--- src/rtl/spi_slv_if.sv ---
// Bus bundle between an SPI master model and the spi_slv responder.
// Carries the serial lines plus the host-side tx/rx word handshake.
interface spi_slv_if #(
   parameter int FRAME_BITS = 16
);
   logic                  SS_n;
   logic                  SCLK;
   logic                  MOSI;
   logic                  MISO;
   logic [FRAME_BITS-1:0] tx_data;
   logic                  wrt_tx;
   logic                  clr_rdy;
   logic [FRAME_BITS-1:0] rx_data;
   logic                  rdy;
   logic                  frm_err;

   modport master (
      output SS_n, SCLK, MOSI, tx_data, wrt_tx, clr_rdy,
      input  MISO, rx_data, rdy, frm_err
   );

   modport slave (
      input  SS_n, SCLK, MOSI, tx_data, wrt_tx, clr_rdy,
      output MISO, rx_data, rdy, frm_err
   );
endinterface

--- src/rtl/spi_slv.sv ---
// SPI responder, CPOL=1/CPHA=1, FRAME_BITS-bit frames, oversampled by clk.
// Optional frame-error flag enabled by defining SPI_SLV_FRM_ERR_EN.
module spi_slv #(
   parameter int FRAME_BITS  = 16,
   parameter int SYNC_STAGES = 2
) (
   input  logic      clk,
   input  logic      rst_n,
   spi_slv_if.slave  bus
);
   localparam int CW = $clog2(FRAME_BITS) + 1;
   localparam logic [CW-1:0] CNT_MAX  = {CW{1'b1}};
   localparam logic [CW-1:0] CNT_FULL = CW'(FRAME_BITS);

   typedef enum logic {IDLE = 1'b0, ACTIVE = 1'b1} state_t;

   logic [SYNC_STAGES-1:0] ss_sync_q, sclk_sync_q, mosi_sync_q, settle_q;
   logic                   ss_dly_q, sclk_dly_q, armed_q;
   logic                   ss_s, sclk_s, mosi_s;
   logic                   ss_fall, ss_rise, sclk_rise;

   state_t                 state_q, state_d;
   logic [FRAME_BITS-1:0]  tx_buf_q, tx_buf_d;
   logic [FRAME_BITS-1:0]  shft_q, shft_d;
   logic [FRAME_BITS-1:0]  rx_q, rx_d;
   logic [CW-1:0]          cnt_q, cnt_d;
   logic                   rdy_q, rdy_d;
   logic                   miso_q, miso_d;
`ifdef SPI_SLV_FRM_ERR_EN
   logic                   frm_err_q, frm_err_d;
`endif

   // Input synchronisers plus one extra flop on SS_n/SCLK for edge detection.
   always_ff @(posedge clk or negedge rst_n) begin
      if (!rst_n) begin
         ss_sync_q   <= {SYNC_STAGES{1'b1}};
         sclk_sync_q <= {SYNC_STAGES{1'b1}};
         mosi_sync_q <= {SYNC_STAGES{1'b0}};
         ss_dly_q    <= 1'b1;
         sclk_dly_q  <= 1'b1;
      end else begin
         ss_sync_q   <= {ss_sync_q[SYNC_STAGES-2:0], bus.SS_n};
         sclk_sync_q <= {sclk_sync_q[SYNC_STAGES-2:0], bus.SCLK};
         mosi_sync_q <= {mosi_sync_q[SYNC_STAGES-2:0], bus.MOSI};
         ss_dly_q    <= ss_s;
         sclk_dly_q  <= sclk_s;
      end
   end

   assign ss_s   = ss_sync_q[SYNC_STAGES-1];
   assign sclk_s = sclk_sync_q[SYNC_STAGES-1];
   assign mosi_s = mosi_sync_q[SYNC_STAGES-1];

   // A frame already running at reset release would look like a fresh SS_n
   // fall once the synchronisers flush; only arm after SS_n is seen high.
   always_ff @(posedge clk or negedge rst_n) begin
      if (!rst_n) begin
         settle_q <= {SYNC_STAGES{1'b0}};
         armed_q  <= 1'b0;
      end else begin
         settle_q <= {settle_q[SYNC_STAGES-2:0], 1'b1};
         armed_q  <= armed_q | (settle_q[SYNC_STAGES-1] & ss_s);
      end
   end

   assign ss_fall   = armed_q & ~ss_s & ss_dly_q;
   assign ss_rise   = ss_s & ~ss_dly_q;
   assign sclk_rise = sclk_s & ~sclk_dly_q;

   // State and datapath registers.
   always_ff @(posedge clk or negedge rst_n) begin
      if (!rst_n) begin
         state_q   <= IDLE;
         tx_buf_q  <= {FRAME_BITS{1'b0}};
         shft_q    <= {FRAME_BITS{1'b0}};
         rx_q      <= {FRAME_BITS{1'b0}};
         cnt_q     <= {CW{1'b0}};
         rdy_q     <= 1'b0;
         miso_q    <= 1'b0;
`ifdef SPI_SLV_FRM_ERR_EN
         frm_err_q <= 1'b0;
`endif
      end else begin
         state_q   <= state_d;
         tx_buf_q  <= tx_buf_d;
         shft_q    <= shft_d;
         rx_q      <= rx_d;
         cnt_q     <= cnt_d;
         rdy_q     <= rdy_d;
         miso_q    <= miso_d;
`ifdef SPI_SLV_FRM_ERR_EN
         frm_err_q <= frm_err_d;
`endif
      end
   end

   // Next-state and datapath; an rdy set later in this block overrides clr_rdy.
   always_comb begin
      state_d   = state_q;
      shft_d    = shft_q;
      rx_d      = rx_q;
      cnt_d     = cnt_q;
      tx_buf_d  = bus.wrt_tx ? bus.tx_data : tx_buf_q;
      rdy_d     = bus.clr_rdy ? 1'b0 : rdy_q;
`ifdef SPI_SLV_FRM_ERR_EN
      frm_err_d = frm_err_q;
`endif
      case (state_q)
         IDLE: begin
            if (ss_fall) begin
               state_d = ACTIVE;
               shft_d  = tx_buf_q;
               cnt_d   = {CW{1'b0}};
               rdy_d   = 1'b0;
            end else begin
               state_d = IDLE;
            end
         end
         ACTIVE: begin
            // ss_rise is checked first so a coincident SCLK rise is dropped.
            if (ss_rise) begin
               state_d = IDLE;
               if (cnt_q == CNT_FULL) begin
                  rx_d      = shft_q;
                  rdy_d     = 1'b1;
`ifdef SPI_SLV_FRM_ERR_EN
                  frm_err_d = 1'b0;
`endif
               end else begin
`ifdef SPI_SLV_FRM_ERR_EN
                  frm_err_d = 1'b1;
`else
                  rx_d      = rx_q;
`endif
               end
            end else if (sclk_rise) begin
               shft_d = {shft_q[FRAME_BITS-2:0], mosi_s};
               cnt_d  = (cnt_q == CNT_MAX) ? cnt_q : cnt_q + CW'(1);
            end else begin
               state_d = ACTIVE;
            end
         end
         default: begin
            state_d = IDLE;
         end
      endcase
      miso_d = (state_d == ACTIVE) ? shft_d[FRAME_BITS-1] : 1'b0;
   end

   assign bus.MISO    = miso_q;
   assign bus.rx_data = rx_q;
   assign bus.rdy     = rdy_q;
`ifdef SPI_SLV_FRM_ERR_EN
   assign bus.frm_err = frm_err_q;
`else
   assign bus.frm_err = 1'b0;
`endif
endmodule

--- src/flat_wrapper.sv ---
// flat-port wrapper written by rule: the top's interface ports become plain ports
module spi_slv_flat 
#(
   parameter int FRAME_BITS  = 16,
   parameter int SYNC_STAGES = 2
)
  (clk, rst_n, bus_SS_n, bus_SCLK, bus_MOSI, bus_tx_data, bus_wrt_tx, bus_clr_rdy, bus_MISO, bus_rx_data, bus_rdy, bus_frm_err);
  spi_slv_if #(.FRAME_BITS(FRAME_BITS)) bus_i ();
  input  logic clk;
  input  logic rst_n;
  input wire logic [$bits(bus_i.SS_n)-1:0] bus_SS_n;
  input wire logic [$bits(bus_i.SCLK)-1:0] bus_SCLK;
  input wire logic [$bits(bus_i.MOSI)-1:0] bus_MOSI;
  input wire logic [$bits(bus_i.tx_data)-1:0] bus_tx_data;
  input wire logic [$bits(bus_i.wrt_tx)-1:0] bus_wrt_tx;
  input wire logic [$bits(bus_i.clr_rdy)-1:0] bus_clr_rdy;
  output wire logic [$bits(bus_i.MISO)-1:0] bus_MISO;
  output wire logic [$bits(bus_i.rx_data)-1:0] bus_rx_data;
  output wire logic [$bits(bus_i.rdy)-1:0] bus_rdy;
  output wire logic [$bits(bus_i.frm_err)-1:0] bus_frm_err;
  assign bus_i.SS_n = bus_SS_n;
  assign bus_i.SCLK = bus_SCLK;
  assign bus_i.MOSI = bus_MOSI;
  assign bus_i.tx_data = bus_tx_data;
  assign bus_i.wrt_tx = bus_wrt_tx;
  assign bus_i.clr_rdy = bus_clr_rdy;
  assign bus_MISO = bus_i.MISO;
  assign bus_rx_data = bus_i.rx_data;
  assign bus_rdy = bus_i.rdy;
  assign bus_frm_err = bus_i.frm_err;
  spi_slv #(.FRAME_BITS(FRAME_BITS), .SYNC_STAGES(SYNC_STAGES)) u_core (.clk(clk), .rst_n(rst_n), .bus(bus_i));
endmodule
--- config.mk ---
export PLATFORM = sky130hd
export DESIGN_NAME = spi_slv_flat
export DESIGN_NICKNAME = d
export VERILOG_FILES = /design/src/rtl/spi_slv_if.sv /design/src/rtl/spi_slv.sv /design/src/flat_wrapper.sv
export SDC_FILE = /design/constraint.sdc
export NUM_CORES = 1
export LEC_CHECK = 0
export BUFFER_PORTS_ARGS = -buffer_cell sky130_fd_sc_hd__buf_2
export CAP_MARGIN = 5
export CORE_ASPECT_RATIO = 0.9
export CORE_MARGIN = 1
export CORE_UTILIZATION = 50
export DETAILED_ROUTE_END_ITERATION = 16
export HOLD_SLACK_MARGIN = 0.05
export PLACE_DENSITY = 0.74
export SLEW_MARGIN = 20
export SYNTH_ARGS = -nofsm -noshare
export SYNTH_HDL_FRONTEND = slang
export SYNTH_SLANG_ARGS = --single-unit
--- constraint.sdc ---
create_clock -name clk -period 1.9 [get_ports clk]
set_clock_uncertainty 0.2 [all_clocks]
set_input_delay 0.285 -clock clk [delete_from_list [all_inputs] [get_ports clk]]
set_output_delay 0.285 -clock clk [all_outputs]
set_load 0.05 [all_outputs]
# Word level (Yosys, flattened, before mapping)
# Cells that the tools add are included.
[word_totals]
out_inout_bits = 19
word_cells = 53
regBits = 67
[classes]
mux = 18
n_addsub = 1
n_reduce_logical = 3
eq_ne = 6
bitwise = 10
[op_table]
columns = ["operator", "count"]
rows = [
  ["$mux W16", 3],
  ["$pmux W16 S2", 1],
  ["$mux W5", 4],
  ["$eq A5 B5 Y1 const B", 2],
  ["$pmux W5 S2", 1],
  ["$mux W1", 7],
  ["$reduce_and A3 Y1", 2],
  ["$add A5 B1 Y5 const B", 1],
  ["$and A1 B1 Y1", 5],
  ["$ne A2 B1 Y1 const B", 2],
  ["$ne A2 B2 Y1 const B", 2],
  ["$not A1 Y1", 4],
  ["$pmux W1 S2", 2],
  ["$reduce_and A4 Y1", 1],
  ["$or A1 B1 Y1", 1],
]

# Logic depth before layout (Yosys ltp)
[logic_depth]
word_depth = 6
ltp_mapped = 6
ltp_nobuf = 6

# Worst setup path after synthesis
# Ideal clock, no wire load.
[synth_path]
path_kind = "flip-flop to flip-flop"
start = "reg u_core.cnt_q[0]"
end = "reg u_core.cnt_q[3]"
required_time_ps = 1633
setup_time_ps = 67
synth_period_minus_slack_ps = 2063
arrival_time_ps = 1796
n_path_buf = 0
setup_slack_ps = -163
path_stages_with_launch = 7
path_cell_list = "dfrtp_1 -> ha_1 -> and3_1 -> ha_1 -> or3b_1 -> nor3_1 -> a221o_1"
[synth_via]
elab_chain_len = 5
[synth_lines]
columns = ["element", "line", "text"]
rows = [
  ["start, declared", "spi_slv.sv:26", "logic [CW-1:0] cnt_q, cnt_d;"],
  ["start signal, assigned", "spi_slv.sv:77", "cnt_q <= {CW{1'b0}};"],
  ["start signal, assigned", "spi_slv.sv:88", "cnt_q <= cnt_d;"],
  ["$add A5 B1 Y5", "spi_slv.sv:138", "cnt_d = (cnt_q == CNT_MAX) ? cnt_q : cnt_q + CW'(1);"],
  ["$mux W5", "spi_slv.sv:138", ""],
  ["$mux W5", "spi_slv.sv:136", "end else if (sclk_rise) begin"],
  ["$mux W5", "spi_slv.sv:121", "if (ss_rise) begin"],
  ["$pmux W5 S2", "spi_slv.sv:108", "case (state_q)"],
]
# Several ways; a longest one is shown, not always the timed one. The select of a mux whose other input is x is not followed.
# A chain may end at the register's enable or synchronous reset.

# Worst setup path after layout
# Same ends and word-level chain as after synthesis.

==> metrics <==
status=complete, but fails checks; row count=25; CTS clk-pin slew, worst paths=0.07 ns; Power Internal=2.66 mW; syn_nets=210; WP data arrival=1.98 ns; die height=72.6 µm; share of cells above drive strength 1=45.2%; commonest non-fill, non-tap cell in the layout=dfrtp_1; DP Cell Count=294; post-layout net count=285; CP bufs+invs=0; CTS max path bufs=2; # H-tree levels=3; post-synthesis sequential area ratio=60.8%; Worst path slowest cell=or3b_4; Critical Path, Cell by Cell=ha_2 -> and3_4 -> ha_4 -> or3b_4 -> nor3_4 -> a221o_1; # diodes=0; largest net degree at the start of global routing=68; RSZ-0062 raised after global routing=true; Initial Util=52.4%; clock share of power=34.9%; drt first pass iters=4; Layout area overhead=30.0%; initial DRC count=57; Pwr Density=983 nW/µm²; max cap viols=0; # clock sinks=67; R2R Setup Slk=-0.009 ns; failing checks=setup timing; Ys Warns=0; critical path endpoint category=flip-flop; Flop pwr share=50.1%; filler instances=382; Remaining DRCs=0; Crit Path Category=flip-flop to flip-flop; logic gate share of total power=15.0%; Num CTS Buffers=9; vias in the first global route=1804; Psw=0.875 mW; CP top delay family=simple AND/OR/NAND/NOR gates; DP Wirelength=3310 µm; dpl cell area=3160 µm²; postcts setup bufs=0; Fin Setup TNS=-0.00857 ns; sw frac=24.8%; vias post-DR=1732; TritonCTS clock tree=done; DIE AREA=5840 µm²; remaining antenna violation count=0; initial antenna violation count=0; CTS Root Cell=clkbuf_8; first-pass GRT wire length=8490 µm; Clk Latency, worst-skew pair=0.33 ns; Syn Area/Cell=15.0 µm²; core footprint=5290 µm²; PortBufs=40; fin. max-slew vios=0; vias per cell=5.25; post-layout min period=1.91 ns; global-route usage over all layers=19.9%; critical path peak fanout=4; pre-CTS setup slack=-0.0751 ns; Synth Register Bits=67; Final Setup Violations=1; final hold viol count=0; Die W=80.4 µm; drt total wl=4910 µm; Worst path max stage delay=0.40 ns; worst min path class=flip-flop to flip-flop; WL/cell=14.9 µm; Leak=1.74 nW; Setup WS post-layout=-0.00857 ns; Max IR drop VDD=589 µV; critical path required time=1.97 ns; Final Instance Area=3600 µm²; final std cells w/o fill=330; critical path startpoint category=flip-flop; Synth cell types=40; highest clock rate=524 MHz; GRT overflow=0; Post-Syn Area=2770 µm²; cell count after synthesis=184; most frequent cells in the layout=61 x dfrtp_1, 40 x buf_2, 23 x mux2_2; number of I/O pins=42; gpl congestion=0.768; period utilisation layout=100%
-- kinds of logic (layout without fill, tap and decap cells) --
family / after synthesis / count (layout) / share of synthesized area [%]
buf+inv: 15 / 94 / 3.21
fa+ha+maj: 3 / 3 / 1.36
simple gates: 37 / 37 / 10.4
other cells: 2 / 2 / 0.271
mux: 33 / 33 / 14.6
compound gates: 27 / 27 / 9.31
flops: 67 / 67 / 60.8
-- synth_stat cells, drive strengths merged --
cell type / instances / area share [%]
nand2: 1 / 0.14
nand2b: 2 / 0.72
nor3: 1 / 0.18
nand3: 2 / 0.36
nand4b: 1 / 0.32
nor3b: 2 / 0.95
nand4: 3 / 1.2
and3: 2 / 0.45
inv: 6 / 0.81
and2: 15 / 3.4
nor4: 2 / 0.45
ha: 3 / 1.4
a221o: 17 / 6.1
and3b: 1 / 0.32
or3b: 1 / 0.32
o21ai: 1 / 0.18
and4bb: 1 / 0.59
a21o: 2 / 0.54
conb: 2 / 0.27
mux2: 33 / 15
a22o: 2 / 0.63
nand3b: 1 / 0.27
dfrtp: 61 / 55
and2b: 2 / 0.68
dfstp: 6 / 5.7
clkbuf: 3 / 0.45
buf: 6 / 1.9
a31oi: 2 / 0.99
a21oi: 1 / 0.18
a41oi: 2 / 0.63
-- flip-flops by register name, summed over array words and instances (netlist names), 2 cells and up --
register            cells
u_core.shft_q          16
u_core.cnt_q            5
u_core.settle_q         2
u_core.sclk_sync_q      2
u_core.mosi_sync_q      2
u_core.tx_buf_q        16
u_core.bus.rx_data     16
u_core.ss_sync_q        2
-- path summary, 6_finish.rpt --
| path | from | to | depth (start not counted) |
|---|---|---|---|
| worst max-delay path | u_core.cnt_q[0] | u_core.cnt_q[3] | 6 |
| worst min-delay path | u_core.mosi_sync_q[0] | u_core.mosi_sync_q[1] | 0 |
| worst max register to register | u_core.cnt_q[0] | u_core.cnt_q[3] | 6 |
| worst min register to register | u_core.mosi_sync_q[0] | u_core.mosi_sync_q[1] | 0 |
| max in group asynchronous | rst_n | u_core.sclk_dly_q | 3 |
| min in group asynchronous | rst_n | u_core.tx_buf_q[15] | 3 |
-- power groups by stage --
stage	registers [mW]	logic [mW]	clock network, mW
finish	1.77	0.530	1.23
detailed placement	1.79	0.498	0
floorplan	1.77	0.307	0
CTS	1.77	0.537	1.27
global placement	1.78	0.478	0
global route	1.79	0.590	1.32
-- through the flow --
step	utilization [%]	total power, mW	hold WS (ns)
floorplan	-	2.08	-0.211
global placement	59.8	2.26	0.124
detailed placement	59.8	2.29	0.128
CTS	68.0	3.57	0.151
global route	68.0	3.70	0.158
finish	68.0	3.54	0.148
-- layout make-up --
type / instances / area, µm² / area share [%]
Multi-Input combinational cell: 102 / 1040 / 29.0
Inverter: 6 / 22.5 / 0.626
Sequential cell: 67 / 1680 / 46.8
Tap cell: 67 / 83.8 / 2.33
Timing Repair Buffer: 73 / 551 / 15.3
Clock inverter: 1 / 30.0 / 0.835
Clock buffer: 14 / 183 / 5.08
-- metal layers --
metal,vias up,global-route usage (%),wire (µm)
li1,825,-,-
met1,866,26.3,2340
met2,35,31.7,2350
met4,0,8.33,63
met5,-,0,0
met3,6,4.88,158
-- timing repair --
action,in CTS,in global routing
resized for setup,2,1
pin swaps,4,0
endpoints found under the hold margin,81,0
gates cloned,0,0
hold buffers,21,0
setup endpoints to repair,5,13
Note: power is estimated with default switching activity, not from simulation.
